`config.mk`:
```
export PLATFORM = sky130hd
export DESIGN_NAME = neighbor_fetch_2x_flat
export DESIGN_NICKNAME = d
export VERILOG_FILES = /design/src/rtl/neighbor_fetch_2x_if.sv /design/src/rtl/neighbor_fetch_2x.sv /design/src/flat_wrapper.sv
export SDC_FILE = /design/constraint.sdc
export NUM_CORES = 1
export LEC_CHECK = 0
export CORE_MARGIN = 3
export CORE_UTILIZATION = 25
export CTS_BUF_LIST = sky130_fd_sc_hd__clkbuf_2 sky130_fd_sc_hd__clkbuf_4 sky130_fd_sc_hd__clkbuf_8
export CTS_CLUSTER_SIZE = 20
export DETAILED_ROUTE_END_ITERATION = 10
export PLACE_DENSITY = 0.44
export SYNTH_ARGS = -nofsm -noshare
export SYNTH_HDL_FRONTEND = slang
export SYNTH_SLANG_ARGS = --single-unit
```
`constraint.sdc`:
```
create_clock -name clk -period 7.8 [get_ports clk]
set_input_delay 1.56 -clock clk [delete_from_list [all_inputs] [get_ports clk]]
set_output_delay 1.56 -clock clk [all_outputs]
set_load 0.01 [all_outputs]
```
`src/rtl/neighbor_fetch_2x_if.sv`:
```
// neighbor_fetch_2x_if
//   Bundles the timing-generator inputs, the frame-buffer read port and the
//   aligned colour/sync outputs of neighbor_fetch_2x.
//   slave  : the fetch block (consumes timing + rData, drives rAddr + outputs)
//   master : the surrounding system (timing generator, frame buffer, filter)
//   Signals:
//     DE, h_sync, v_sync      timing generator display enable and syncs
//     x_pixel, y_pixel        VGA coordinates (0..639, 0..479)
//     rAddr                   frame-buffer read address (combinational)
//     rData                   RGB565 read data, valid one cycle after rAddr
//     r_c/g_c/b_c             centre pixel, RGB444
//     r_r/g_r/b_r             right neighbour, RGB444
//     r_d/g_d/b_d             down neighbour, RGB444
//     de_out, hs_out, vs_out  DE/syncs delayed to match the colour outputs
interface neighbor_fetch_2x_if;
    logic        DE;
    logic        h_sync;
    logic        v_sync;
    logic [9:0]  x_pixel;
    logic [9:0]  y_pixel;
    logic [16:0] rAddr;
    logic [15:0] rData;
    logic [3:0]  r_c, g_c, b_c;
    logic [3:0]  r_r, g_r, b_r;
    logic [3:0]  r_d, g_d, b_d;
    logic        de_out, hs_out, vs_out;

    modport master (
        output DE, h_sync, v_sync, x_pixel, y_pixel, rData,
        input  rAddr,
        input  r_c, g_c, b_c, r_r, g_r, b_r, r_d, g_d, b_d,
        input  de_out, hs_out, vs_out
    );

    modport slave (
        input  DE, h_sync, v_sync, x_pixel, y_pixel, rData,
        output rAddr,
        output r_c, g_c, b_c, r_r, g_r, b_r, r_d, g_d, b_d,
        output de_out, hs_out, vs_out
    );
endinterface

```
`src/rtl/neighbor_fetch_2x.sv`:
```
// neighbor_fetch_2x
//   Reads a SRC_W x SRC_H RGB565 frame buffer through one synchronous read
//   port while a 640x480 VGA scan runs with 2x pixel doubling. Each source
//   pixel pair gets two fetches (centre on even x, down on odd x); the next
//   pair's centre fetch doubles as the right neighbour. Colour outputs are
//   RGB444 and appear LAT cycles after the VGA pixel, aligned with the
//   delayed DE/syncs.
//   Ports:
//     clk    VGA pixel clock
//     reset  asynchronous, active-high
//     nf     neighbor_fetch_2x_if.slave (timing in, read port, outputs)
module neighbor_fetch_2x #(
    parameter int SRC_W = 320,
    parameter int SRC_H = 240,
    parameter int LAT   = 4
) (
    input  logic                   clk,
    input  logic                   reset,
    neighbor_fetch_2x_if.slave     nf
);

    typedef enum logic {
        PH_CENTER = 1'b0,
        PH_DOWN   = 1'b1
    } phase_e;

    // ---------------------------------------------------------------
    // Fetch address
    // ---------------------------------------------------------------
    logic [8:0]  sx, sy, sy_dn, sel_row;
    phase_e      fetch_ph;
    logic [16:0] rd_addr;
    logic        fetch_last;

    always_comb begin
        sx         = nf.x_pixel[9:1];
        sy         = nf.y_pixel[9:1];
        sy_dn      = (sy == 9'(SRC_H - 1)) ? sy : sy + 9'd1;
        fetch_ph   = nf.x_pixel[0] ? PH_DOWN : PH_CENTER;
        sel_row    = (fetch_ph == PH_DOWN) ? sy_dn : sy;
        fetch_last = (sx == 9'(SRC_W - 1));
        rd_addr    = '0;
        if (nf.DE) begin
            rd_addr = 17'(sel_row) * 17'(SRC_W) + 17'(sx);
        end
    end

    assign nf.rAddr = rd_addr;

    // ---------------------------------------------------------------
    // Pipeline state
    // ---------------------------------------------------------------
    logic [LAT-1:0] de_q, de_d;
    logic [LAT-1:0] hs_q, hs_d;
    logic [LAT-1:0] vs_q, vs_d;
    phase_e         ph1_q, ph2_q, ph3_q;
    logic           lastf_q;
    logic [11:0]    cap_c_q, cap_c_d;
    logic [11:0]    cap_d_q, cap_d_d;
    logic           last_col_q, last_col_d;
    logic [11:0]    c_q, c_d;
    logic [11:0]    rt_q, rt_d;
    logic [11:0]    dn_q, dn_d;

    logic [11:0]    pix;
    logic           commit_mid, commit_edge;

    function automatic logic [11:0] rgb444(input logic [15:0] p);
        return {p[15:12], p[10:7], p[4:1]};
    endfunction

    always_comb begin
        pix  = rgb444(nf.rData);
        de_d = {de_q[LAT-2:0], nf.DE};
        hs_d = {hs_q[LAT-2:0], nf.h_sync};
        vs_d = {vs_q[LAT-2:0], nf.v_sync};

        cap_c_d    = cap_c_q;
        cap_d_d    = cap_d_q;
        last_col_d = last_col_q;
        if (de_q[0] && ph1_q == PH_CENTER) begin
            cap_c_d    = pix;
            last_col_d = lastf_q;
        end
        if (de_q[0] && ph1_q == PH_DOWN) begin
            cap_d_d = pix;
        end

        // Normal commit: rData now holds the next column's centre.
        // Edge commit: the last column has no next fetch (DE already low),
        // so it fires three cycles after its centre fetch and replicates
        // the centre into the right neighbour.
        commit_mid  = de_q[0] && (ph1_q == PH_CENTER);
        commit_edge = de_q[2] && (ph3_q == PH_CENTER) && last_col_q;

        c_d  = c_q;
        rt_d = rt_q;
        dn_d = dn_q;
        if (commit_mid || commit_edge) begin
            c_d  = cap_c_q;
            dn_d = cap_d_q;
            rt_d = commit_edge ? cap_c_q : pix;
        end
    end

    always_ff @(posedge clk or posedge reset) begin
        if (reset) begin
            de_q       <= '0;
            hs_q       <= '0;
            vs_q       <= '0;
            ph1_q      <= PH_CENTER;
            ph2_q      <= PH_CENTER;
            ph3_q      <= PH_CENTER;
            lastf_q    <= 1'b0;
            cap_c_q    <= '0;
            cap_d_q    <= '0;
            last_col_q <= 1'b0;
            c_q        <= '0;
            rt_q       <= '0;
            dn_q       <= '0;
        end else begin
            de_q       <= de_d;
            hs_q       <= hs_d;
            vs_q       <= vs_d;
            ph1_q      <= fetch_ph;
            ph2_q      <= ph1_q;
            ph3_q      <= ph2_q;
            lastf_q    <= fetch_last;
            cap_c_q    <= cap_c_d;
            cap_d_q    <= cap_d_d;
            last_col_q <= last_col_d;
            c_q        <= c_d;
            rt_q       <= rt_d;
            dn_q       <= dn_d;
        end
    end

    // ---------------------------------------------------------------
    // Outputs: colours forced to zero outside the delayed display window
    // ---------------------------------------------------------------
    logic de_o;
    assign de_o      = de_q[LAT-1];
    assign nf.de_out = de_o;
    assign nf.hs_out = hs_q[LAT-1];
    assign nf.vs_out = vs_q[LAT-1];

    assign nf.r_c = de_o ? c_q[11:8]  : '0;
    assign nf.g_c = de_o ? c_q[7:4]   : '0;
    assign nf.b_c = de_o ? c_q[3:0]   : '0;
    assign nf.r_r = de_o ? rt_q[11:8] : '0;
    assign nf.g_r = de_o ? rt_q[7:4]  : '0;
    assign nf.b_r = de_o ? rt_q[3:0]  : '0;
    assign nf.r_d = de_o ? dn_q[11:8] : '0;
    assign nf.g_d = de_o ? dn_q[7:4]  : '0;
    assign nf.b_d = de_o ? dn_q[3:0]  : '0;

    // Bits dropped by the 2x scaling and the RGB565 -> RGB444 truncation.
    logic unused_bits;
    assign unused_bits = ^{nf.y_pixel[0], nf.rData[11], nf.rData[6:5], nf.rData[0]};

endmodule
```
`src/flat_wrapper.sv`:
```
// flat-port wrapper written by rule: the top's interface ports become plain ports
module neighbor_fetch_2x_flat 
#(
    parameter int SRC_W = 320,
    parameter int SRC_H = 240,
    parameter int LAT   = 4
)
  (clk, reset, nf_DE, nf_h_sync, nf_v_sync, nf_x_pixel, nf_y_pixel, nf_rData, nf_rAddr, nf_r_c, nf_g_c, nf_b_c, nf_r_r, nf_g_r, nf_b_r, nf_r_d, nf_g_d, nf_b_d, nf_de_out, nf_hs_out, nf_vs_out);
  neighbor_fetch_2x_if nf_i ();
  input  logic clk;
  input  logic reset;
  input wire logic [$bits(nf_i.DE)-1:0] nf_DE;
  input wire logic [$bits(nf_i.h_sync)-1:0] nf_h_sync;
  input wire logic [$bits(nf_i.v_sync)-1:0] nf_v_sync;
  input wire logic [$bits(nf_i.x_pixel)-1:0] nf_x_pixel;
  input wire logic [$bits(nf_i.y_pixel)-1:0] nf_y_pixel;
  input wire logic [$bits(nf_i.rData)-1:0] nf_rData;
  output wire logic [$bits(nf_i.rAddr)-1:0] nf_rAddr;
  output wire logic [$bits(nf_i.r_c)-1:0] nf_r_c;
  output wire logic [$bits(nf_i.g_c)-1:0] nf_g_c;
  output wire logic [$bits(nf_i.b_c)-1:0] nf_b_c;
  output wire logic [$bits(nf_i.r_r)-1:0] nf_r_r;
  output wire logic [$bits(nf_i.g_r)-1:0] nf_g_r;
  output wire logic [$bits(nf_i.b_r)-1:0] nf_b_r;
  output wire logic [$bits(nf_i.r_d)-1:0] nf_r_d;
  output wire logic [$bits(nf_i.g_d)-1:0] nf_g_d;
  output wire logic [$bits(nf_i.b_d)-1:0] nf_b_d;
  output wire logic [$bits(nf_i.de_out)-1:0] nf_de_out;
  output wire logic [$bits(nf_i.hs_out)-1:0] nf_hs_out;
  output wire logic [$bits(nf_i.vs_out)-1:0] nf_vs_out;
  assign nf_i.DE = nf_DE;
  assign nf_i.h_sync = nf_h_sync;
  assign nf_i.v_sync = nf_v_sync;
  assign nf_i.x_pixel = nf_x_pixel;
  assign nf_i.y_pixel = nf_y_pixel;
  assign nf_i.rData = nf_rData;
  assign nf_rAddr = nf_i.rAddr;
  assign nf_r_c = nf_i.r_c;
  assign nf_g_c = nf_i.g_c;
  assign nf_b_c = nf_i.b_c;
  assign nf_r_r = nf_i.r_r;
  assign nf_g_r = nf_i.g_r;
  assign nf_b_r = nf_i.b_r;
  assign nf_r_d = nf_i.r_d;
  assign nf_g_d = nf_i.g_d;
  assign nf_b_d = nf_i.b_d;
  assign nf_de_out = nf_i.de_out;
  assign nf_hs_out = nf_i.hs_out;
  assign nf_vs_out = nf_i.vs_out;
  neighbor_fetch_2x #(.SRC_W(SRC_W), .SRC_H(SRC_H), .LAT(LAT)) u_core (.clk(clk), .reset(reset), .nf(nf_i));
endmodule
```
### Yosys cells after proc, flatten, opt, wreduce, memory -nomap -nowiden

Index checks and enable logic that the tools add are counted.
Widths: inputs -> output; s select.

| storage, ports and cells | value |
|---|---|
| bits in latches | 0 |
| register bits | 77 |
| memories kept | 0 |
| bits of input ports | 41 |
| output and inout bits | 56 |
| RAM bits | 0 |
| bits in read-only memories | 0 |

| cells by class | value |
|---|---|
| reductions and logical operators | 5 |
| multiply operators | 1 |
| bitwise logic cells | 2 |
| divide/modulo/power cells | 0 |
| $add $sub $neg | 2 |
| $lt $le $gt $ge | 0 |
| multiplexer cells | 14 |
| eq/ne operators | 2 |
| shift operators | 0 |

Operators by type and width:

| kind | number |
|---|---|
| $mux 4 | 9 |
| $mux 9 | 2 |
| $add 17x9->17 | 1 |
| $mux 17 | 1 |
| $mux 12 | 1 |
| $mul 9x3->11 const B | 1 |
| $add 9x1->9 const B | 1 |
| $eq 9x8->1 const B | 1 |
| $eq 9x9->1 const B | 1 |
| $logic_and 1x1->1 | 4 |
| $not 1->1 | 2 |
| $logic_or 1x1->1 | 1 |
| $mux 1 | 1 |

### Depth between registers and ports, before layout

Gate-level depths: netlist (run 1).

| logic depth | value |
|---|---|
| depth after elaboration | 6 |
| depth in mapped cells | 14 |

### Worst setup path after synthesis (run 1)

Ideal clock, no wire load.

| timing | value |
|---|---|
| path kind | input to output |
| from | input nf_y_pixel[1] |
| to | output nf_rAddr[16] |
| arrival | 4.843 ns |
| path slack | 1.397 ns |
| required time | 6.240 ns |
| buffers on the path | 0 |
| cell stages on the path | 13 |
| path through | ha_1 > nand3_1 > o41a_1 > mux2_2 > ha_1 > ha_1 > fa_1 > xor2_1 > o2111ai_1 > nor3b_1 > nand4_1 > or3_1 > a21boi_1 |

| between the ends | value |
|---|---|
| word-level cells in the longest chain between the ends | 6 |

RTL lines:

| element | RTL line | source |
|---|---|---|
| start: declaration | flat_wrapper.sv:16 | `input wire logic [$bits(nf_i.y_pixel)-1:0] nf_y_pixel;` |
| $add 9x1->9 / $eq 9x8->1 (equally long branches) | neighbor_fetch_2x.sv:38 | `sy_dn = (sy == 9'(SRC_H - 1)) ? sy : sy + 9'd1;` |
| $mux 9 | neighbor_fetch_2x.sv:38 |  |
| $mux 9 (*) | neighbor_fetch_2x.sv:40 | `sel_row = (fetch_ph == PH_DOWN) ? sy_dn : sy;` |
| $mul 9x3->11 (*) | neighbor_fetch_2x.sv:44 | `rd_addr = 17'(sel_row) * 17'(SRC_W) + 17'(sx);` |
| $add 17x9->17 (*) | neighbor_fetch_2x.sv:44 |  |
| $mux 17 (*) | neighbor_fetch_2x.sv:43 | `if (nf.DE) begin` |
| end: declaration | flat_wrapper.sv:18 | `output wire logic [$bits(nf_i.rAddr)-1:0] nf_rAddr;` |

Every way passes the cells marked *; elsewhere a longest branch is shown, timed or not.

### Worst setup path in the final report (run 1)

| timing | value |
|---|---|
| from | input nf_y_pixel[2] |
| to | output nf_rAddr[16] |

The elaborated chain is that of the path after synthesis.

==> results of run 1 <==
## state kept, by name, indices dropped and copies added (netlist names)
register           count
u_core.hs_q            4
u_core.last_col_q      1
u_core.ph3_q           1
u_core.vs_q            4
u_core.cap_c_q        12
u_core.de_q            4
u_core.ph2_q           1
u_core.ph1_q           1
u_core.rt_q           12
u_core.lastf_q         1
u_core.cap_d_q        12
u_core.c_q            12
u_core.dn_q           12
## power by group
part / switching, µW / internal [µW] / total [µW] / leakage (µW)
Sequential: 30.5 / 458 / 488 / 0.000915
Combinational: 143 / 184 / 327 / 0.00128
Clock: 145 / 151 / 295 / 0.0000957
## per-stage QoR
step / instance area (µm²) / cells / utilization [%] / hold WS (ns)
after floorplan: 3988 / 370 / - / 0.3312
after global placement: 5149 / 663 / 33.37 / 0.3325
after detailed placement: 5149 / 663 / 33.37 / 0.3362
after CTS: 5344 / 679 / 34.64 / 0.3556
after global routing: 5385 / 681 / 34.91 / 0.3599
final: 5385 / 681 / 34.91 / 0.3528
## cells by family after synthesis
family	Yosys count	share of synthesized area (%)
AOI/OAI and AO/OA	33	5.523
xor gates and xnor gates	16	3.514
adders and majority gates	20	6.652
buffers and inverters	22	2.165
DFF	77	48.32
muxes	49	13.46
and+or+nand+nor	153	20.36
## metal layers
metal  up-vias  GRT usage [%]
met3         9          3.015
met5         -              0
met1      1413          14.68
met4         0          3.811
li1       1443              -
met2        84          16.68
## critical path: cells and delay by family
family	cells	cell delay (ns)
muxes	1	0.33
AOI/OAI and AO/OA	3	0.73
and+or+nand+nor	4	0.88
xor gates and xnor gates	1	0.20
buffers and inverters	2	1.07
adders and majority gates	4	1.18
## timing repair
item	in CTS	in global routing
hold endpoints to repair	0	0
endpoints found under the setup margin	0	1
resized for setup	0	4
hold buffers	0	0
buffers inserted	0	2
## cells in the mapped netlist (2+ instances only)
library cell  number
mux2_2            37
nand3_1            5
o21ai_0           16
nor3b_1            5
and2_1            49
fa_1               2
dfrtp_1           77
buf_2              3
inv_1              7
nor2b_1            5
a211oi_2           2
xnor2_1           11
nand4_1            5
xor2_1             5
nand2_1           58
mux2i_1           12
nor3_1             2
a21oi_1            2
ha_1              18
nor2_1            12
clkbuf_1          11
o21ai_1            2
and3b_1            2
## layout make-up
cell class,count,area (µm²)
Inverter,7,27.53
Multi-Input combinational cell,271,2001
Tap cell,211,264.0
Fill cell,1580,10040
Clock buffer,10,131.4
Timing Repair Buffer,99,970.9
Sequential cell,77,1927
Clock inverter,6,63.81
## layout by cell type, fill, tap and decap left out, drive strengths merged, types with 3 or more instances in the layout
cell and count:
dfrtp 77, clkbuf 10, nor2 12, nand4 5
buf 8, inv 6, xnor2 11, nor3 3
nor3b 5, and2 49, nand2 58, xor2 5
o21ai 18, mux2i 12, clkdlybuf4s50 91, clkinv 4
ha 18, a211oi 3, mux2 37, nand3 6
nor2b 5
## worst max-delay path by stage
stage,startpoint,endpoint,cells past startpoint
2_1_floorplan,nf_y_pixel[1],nf_rAddr[16],13
3_3_place_gp,nf_y_pixel[2],nf_rAddr[16],15
3_5_place_dp,nf_y_pixel[2],nf_rAddr[16],15
4_1_cts,nf_y_pixel[2],nf_rAddr[16],15
5_1_grt,nf_y_pixel[2],nf_rAddr[16],15
6_report,nf_y_pixel[2],nf_rAddr[16],15
==> impl_metrics.py, run 1 <==
metrics = {
    "status": {
        "status": "complete, no violations",
    },
    "clock_network": {
        "cts_made_buffers": 9,
        "clk_pin_slew_ns": 0.08,
        "cts.sinks": 77,
        "clock-root-buffer": "clkbuf_8",
        "clockBufferDepth": 2,
        "clock_latency_ns": 0.34,
        "cts-htree-levels": 3,
        "cts_tree": "done",
    },
    "timing": {
        "tightest_slew_ns": 1.016,
        "tns_ns": 0,
        "final-setup-viol-count": 0,
        "hold_viol": 0,
        "period_needed_ns": 7.519,
        "setup_slack_ns": 0.2814,
        "fin_worst_skew_ns": 0.009185,
        "fmax_mhz": 133.0,
        "grt_setup_unrepaired": "no",
        "slew_viol_final": 0,
        "slew_headroom_pct": 32.26,
        "finalCritPeriodShare_pct": 96.39,
    },
    "pwr": {
        "power_uw": 1110,
        "power_density_nw_per_um2": 206.2,
        "leakage_uw": 0.002294,
        "ir_drop_uv": 66.74,
    },
    "global_route": {
        "antenna_found_initial": 0,
        "track_usage_pct": 10.84,
        "grt_max_degree": 78,
        "grt_pass1_wl_mm": 15.35,
        "grt_pass1_vias": 3058,
        "grt_overflow": 0,
    },
    "detailed_routing": {
        "ant_nets": 0,
        "wl_met1_mm": 4.562,
        "wl_met2_mm": 4.119,
        "met3WireLength_um": 548,
        "routedWlPerCell_um": 13.69,
        "wl_mm": 9.323,
        "first_pass_iters": 4,
        "dr_total_vias": 2949,
        "vias_per_cell": 4.330,
        "drt-initial-drc-count": 109,
        "drc": 0,
        "top_layer": "met4",
    },
    "synth": {
        "syn_nets": 431,
        "yosys.area.top_type": "dfrtp_1",
        "syn-cell-area_um2": 3988,
        "syn_avg_cell_area_um2": 10.78,
        "synthFlopType": "dfrtp_1",
        "yosysSeqAreaShare_pct": 48.32,
        "synth_cell_type_count": 45,
        "synth_seq_cells": 77,
        "yosys_warnings": 0,
        "synth-edff-count": 0,
        "yosysTopAreaCellShare_pct": 48.32,
        "async_flop_share_pct": 100.0,
        "netlist_instances": 370,
        "synth.area.top_cells": "dfrtp_1 (48%), mux2_2 (10%), and2_1 (7.7%), ha_1 (5.6%), nand2_1 (5.5%)",
    },
    "final_layout": {
        "syn2layout_area_growth_pct": 35.05,
        "final_nets": 526,
        "drive_gt1_share_pct": 15.32,
        "antenna_cells": 0,
    },
    "worst_hold_path": {
        "whs_path_depth": 0,
        "whs_endpoint": "u_core.vs_q[3]",
        "hp-class": "flip-flop to flip-flop",
        "hp-start": "u_core.vs_q[2]",
    },
    "critical_path": {
        "crit_fanout": 5,
        "crit_top_cell": "ha_1",
        "critPathCaptureType": "output port",
        "start_kind": "input pin",
        "slowest_delay_ns": 0.55,
        "rrSetupSlack_ns": 5.42,
        "critical_path_required_ns": 6.24,
        "reg2reg_depth": 3,
        "timing.rr.end": "u_core.c_q[6]",
        "cp_data_arrival_time_ns": 5.96,
        "crit_slowest_cell": "clkdlybuf4s50_1",
        "path_cells": "clkdlybuf4s50_1, ha_1, nand3_1, o41a_1, mux2_2, ha_1, ha_1, fa_1, xor2_2, o2111ai_2, nor3b_2, nand4_1, or3_1, a21boi_1, clkdlybuf4s50_1",
        "r2r_start": "u_core.ph3_q",
        "path_class": "input pin to output port",
    },
    "die": {
        "ioPinCount": 97,
        "core_um2": 15430,
        "rows": 45,
        "initial_utilization_pct": 25.85,
        "die_h_um": 132.3,
        "dieWidth_um": 132.3,
        "die_area_um2": 17500,
    },
    "place": {
        "pre_cts_slack_ns": 0.07340,
        "io_buffers": 91,
        "place_hpwl_mm": 6.513,
        "gp_congestion": 0.7547,
    },
    "run": {
        "max_cap_violations": 0,
    },
}
No activity file was read; power rests on OpenSTA's default activity.
==> inputs of run 2 (changes only) <==
--- a/config.mk
+++ b/config.mk
@@ -5,6 +5,7 @@
 export SDC_FILE = /design/constraint.sdc
 export NUM_CORES = 1
 export LEC_CHECK = 0
+export CAP_MARGIN = 0
 export CORE_MARGIN = 3
 export CORE_UTILIZATION = 25
 export CTS_BUF_LIST = sky130_fd_sc_hd__clkbuf_2 sky130_fd_sc_hd__clkbuf_4 sky130_fd_sc_hd__clkbuf_8
==> results of run 2 <==
The final DEF is identical to that of run 1; final timing and power are the same.
==> inputs of run 3 (changes only) <==
--- a/config.mk
+++ b/config.mk
@@ -11,7 +11,7 @@
 export CTS_BUF_LIST = sky130_fd_sc_hd__clkbuf_2 sky130_fd_sc_hd__clkbuf_4 sky130_fd_sc_hd__clkbuf_8
 export CTS_CLUSTER_SIZE = 20
 export DETAILED_ROUTE_END_ITERATION = 10
-export PLACE_DENSITY = 0.44
+export PLACE_DENSITY_LB_ADDON = 0.05
 export SYNTH_ARGS = -nofsm -noshare
 export SYNTH_HDL_FRONTEND = slang
 export SYNTH_SLANG_ARGS = --single-unit
==> run 3 against run 2 <==
Net effect:
- flip-flop and latch count stayed put
- first-iteration DRC count increased by 39%
- combinational power barely moved
- critical path type unchanged
- highest routed layer unchanged
==> impl_metrics.py, run 3 (same netlist as run 1, synthesis figures left out) <==
metrics = {
    "status": {
        "status": "complete, no violations",
    },
    "clock_network": {
        "clock-root-buffer": "clkbuf_8",
        "clk_pin_slew_ns": 0.07,
        "cts-htree-levels": 3,
        "clockBufferDepth": 2,
        "cts_setup_buffers": 0,
        "postCtsHoldBufs": 0,
        "cts_resized": 0,
        "cts.sinks": 77,
        "cts_tree": "done",
        "clock_latency_ns": 0.35,
        "cts_made_buffers": 9,
    },
    "final_layout": {
        "multi_input_area_um2": 2008,
        "final_util_pct": 34.79,
        "final_common_cell": "clkdlybuf4s50_1",
        "drive_gt1_share_pct": 15.38,
        "syn2layout_area_growth_pct": 34.58,
        "n_fill_cell": 1597,
        "final_nets": 524,
        "seqCellArea_um2": 1927,
        "antenna_cells": 0,
        "mostFrequentLayoutCells": "clkdlybuf4s50_1 (91), dfrtp_1 (77), nand2_1 (58)",
    },
    "timing": {
        "fmax_mhz": 133.0,
        "tns_ns": 0,
        "period_needed_ns": 7.517,
        "tightest_slew_ns": 1.088,
        "fin_worst_skew_ns": 0.007342,
        "finalCritPeriodShare_pct": 96.38,
        "hold_ws_ns": 0.3509,
        "grt_setup_unrepaired": "no",
        "hold_viol": 0,
        "final-setup-viol-count": 0,
        "slew_headroom_pct": 27.48,
        "slew_viol_final": 0,
    },
    "global_route": {
        "grt_pass1_vias": 2987,
        "grt_pass1_wl_mm": 15.84,
        "grt_max_degree": 78,
        "track_usage_pct": 11.53,
        "grt_overflow": 0,
        "antenna_found_initial": 0,
    },
    "detailed_routing": {
        "dr_total_vias": 2930,
        "routedWlPerCell_um": 14.05,
        "wl_met1_mm": 4.580,
        "drt-initial-drc-count": 151,
        "ant_nets": 0,
        "wl_mm": 9.538,
        "drc": 0,
        "vias_per_cell": 4.315,
        "met3WireLength_um": 656,
        "top_layer": "met4",
        "first_pass_iters": 4,
        "wl_met2_mm": 4.198,
    },
    "critical_path": {
        "critPathCaptureType": "output port",
        "cp_data_arrival_time_ns": 5.96,
        "path_cells": "clkdlybuf4s50_1, ha_1, nand3_1, o41a_1, mux2_2, ha_1, ha_1, fa_2, a211oi_4, nor2_1, nor3b_2, nand4_1, or3_1, a21boi_1, clkdlybuf4s50_1",
        "crit_top_cell": "ha_1",
        "path_class": "input pin to output port",
        "crit_slowest_cell": "clkdlybuf4s50_1",
        "slowest_delay_ns": 0.54,
        "cp_top_family": "adder cells",
        "critical_path_required_ns": 6.24,
        "path_buf_inv": 2,
        "start_kind": "input pin",
        "crit_fanout": 4,
    },
    "die": {
        "dieWidth_um": 132.3,
        "initial_utilization_pct": 25.85,
        "die_h_um": 132.3,
        "die_area_um2": 17500,
        "core_um2": 15430,
        "ioPinCount": 97,
        "rows": 45,
    },
    "worst_hold_path": {
        "hp-class": "flip-flop to flip-flop",
    },
    "pwr": {
        "power_density_nw_per_um2": 203.4,
        "leakage_uw": 0.002278,
        "ir_drop_uv": 69.99,
    },
    "run": {
        "max_cap_violations": 0,
    },
    "place": {
        "place_hpwl_mm": 6.612,
        "io_buffers": 91,
        "gp_congestion": 0.7586,
    },
}
-- run 3: path summary, 6_finish.rpt --
check	from	end	slack [ns]	cells past startpoint
worst max-delay path	nf_y_pixel[1]	nf_rAddr[16]	0.28	15
worst min-delay path	u_core.vs_q[0]	u_core.vs_q[1]	0.35	0
worst max register to register	u_core.ph3_q	u_core.dn_q[4]	5.31	3
worst min register to register	u_core.vs_q[0]	u_core.vs_q[1]	0.35	0
max in group asynchronous	reset	u_core.dn_q[10]	5.33	3
min in group asynchronous	reset	u_core.hs_q[2]	1.82	3
-- run 3: routing by layer --
metal  up-vias  GRT usage (%)
met2        82          17.05
met5         -              0
met4         0          4.330
met1      1399          15.55
li1       1442              -
met3         7          4.084
-- run 3: stage by stage --
step / setup slack [ns] / total power, µW / area (µm²) / std cells
6_report: 0.2827 / 1091 / 5366 / 679
5_1_grt: 0.01457 / 1175 / 5366 / 679
4_1_cts: 0.04718 / 1111 / 5333 / 679
3_5_place_dp: 0.07265 / 821.6 / 5149 / 663
3_3_place_gp: 0.1143 / 818.4 / 5149 / 663
2_1_floorplan: 1.397 / 676.0 / 3988 / 370
-- run 3: area by class of cell --
| cell class | count | area share [%] |
|---|---|---|
| flip-flops and latches | 77 | 35.91 |
| repair buffers | 97 | 17.81 |
| inverters | 7 | 0.5129 |
| well taps | 211 | 4.920 |
| clock inverters | 6 | 0.8627 |
| multi-input cells | 271 | 37.42 |
| clock buffers | 10 | 2.565 |
-- run 3: power by group --
group / internal, µW / leakage (µW) / switching (µW)
Clock: 126 / 0.0000889 / 152
Combinational: 184 / 0.00127 / 142
Sequential: 457 / 0.000915 / 29.4
Total: 768 / 0.00228 / 324
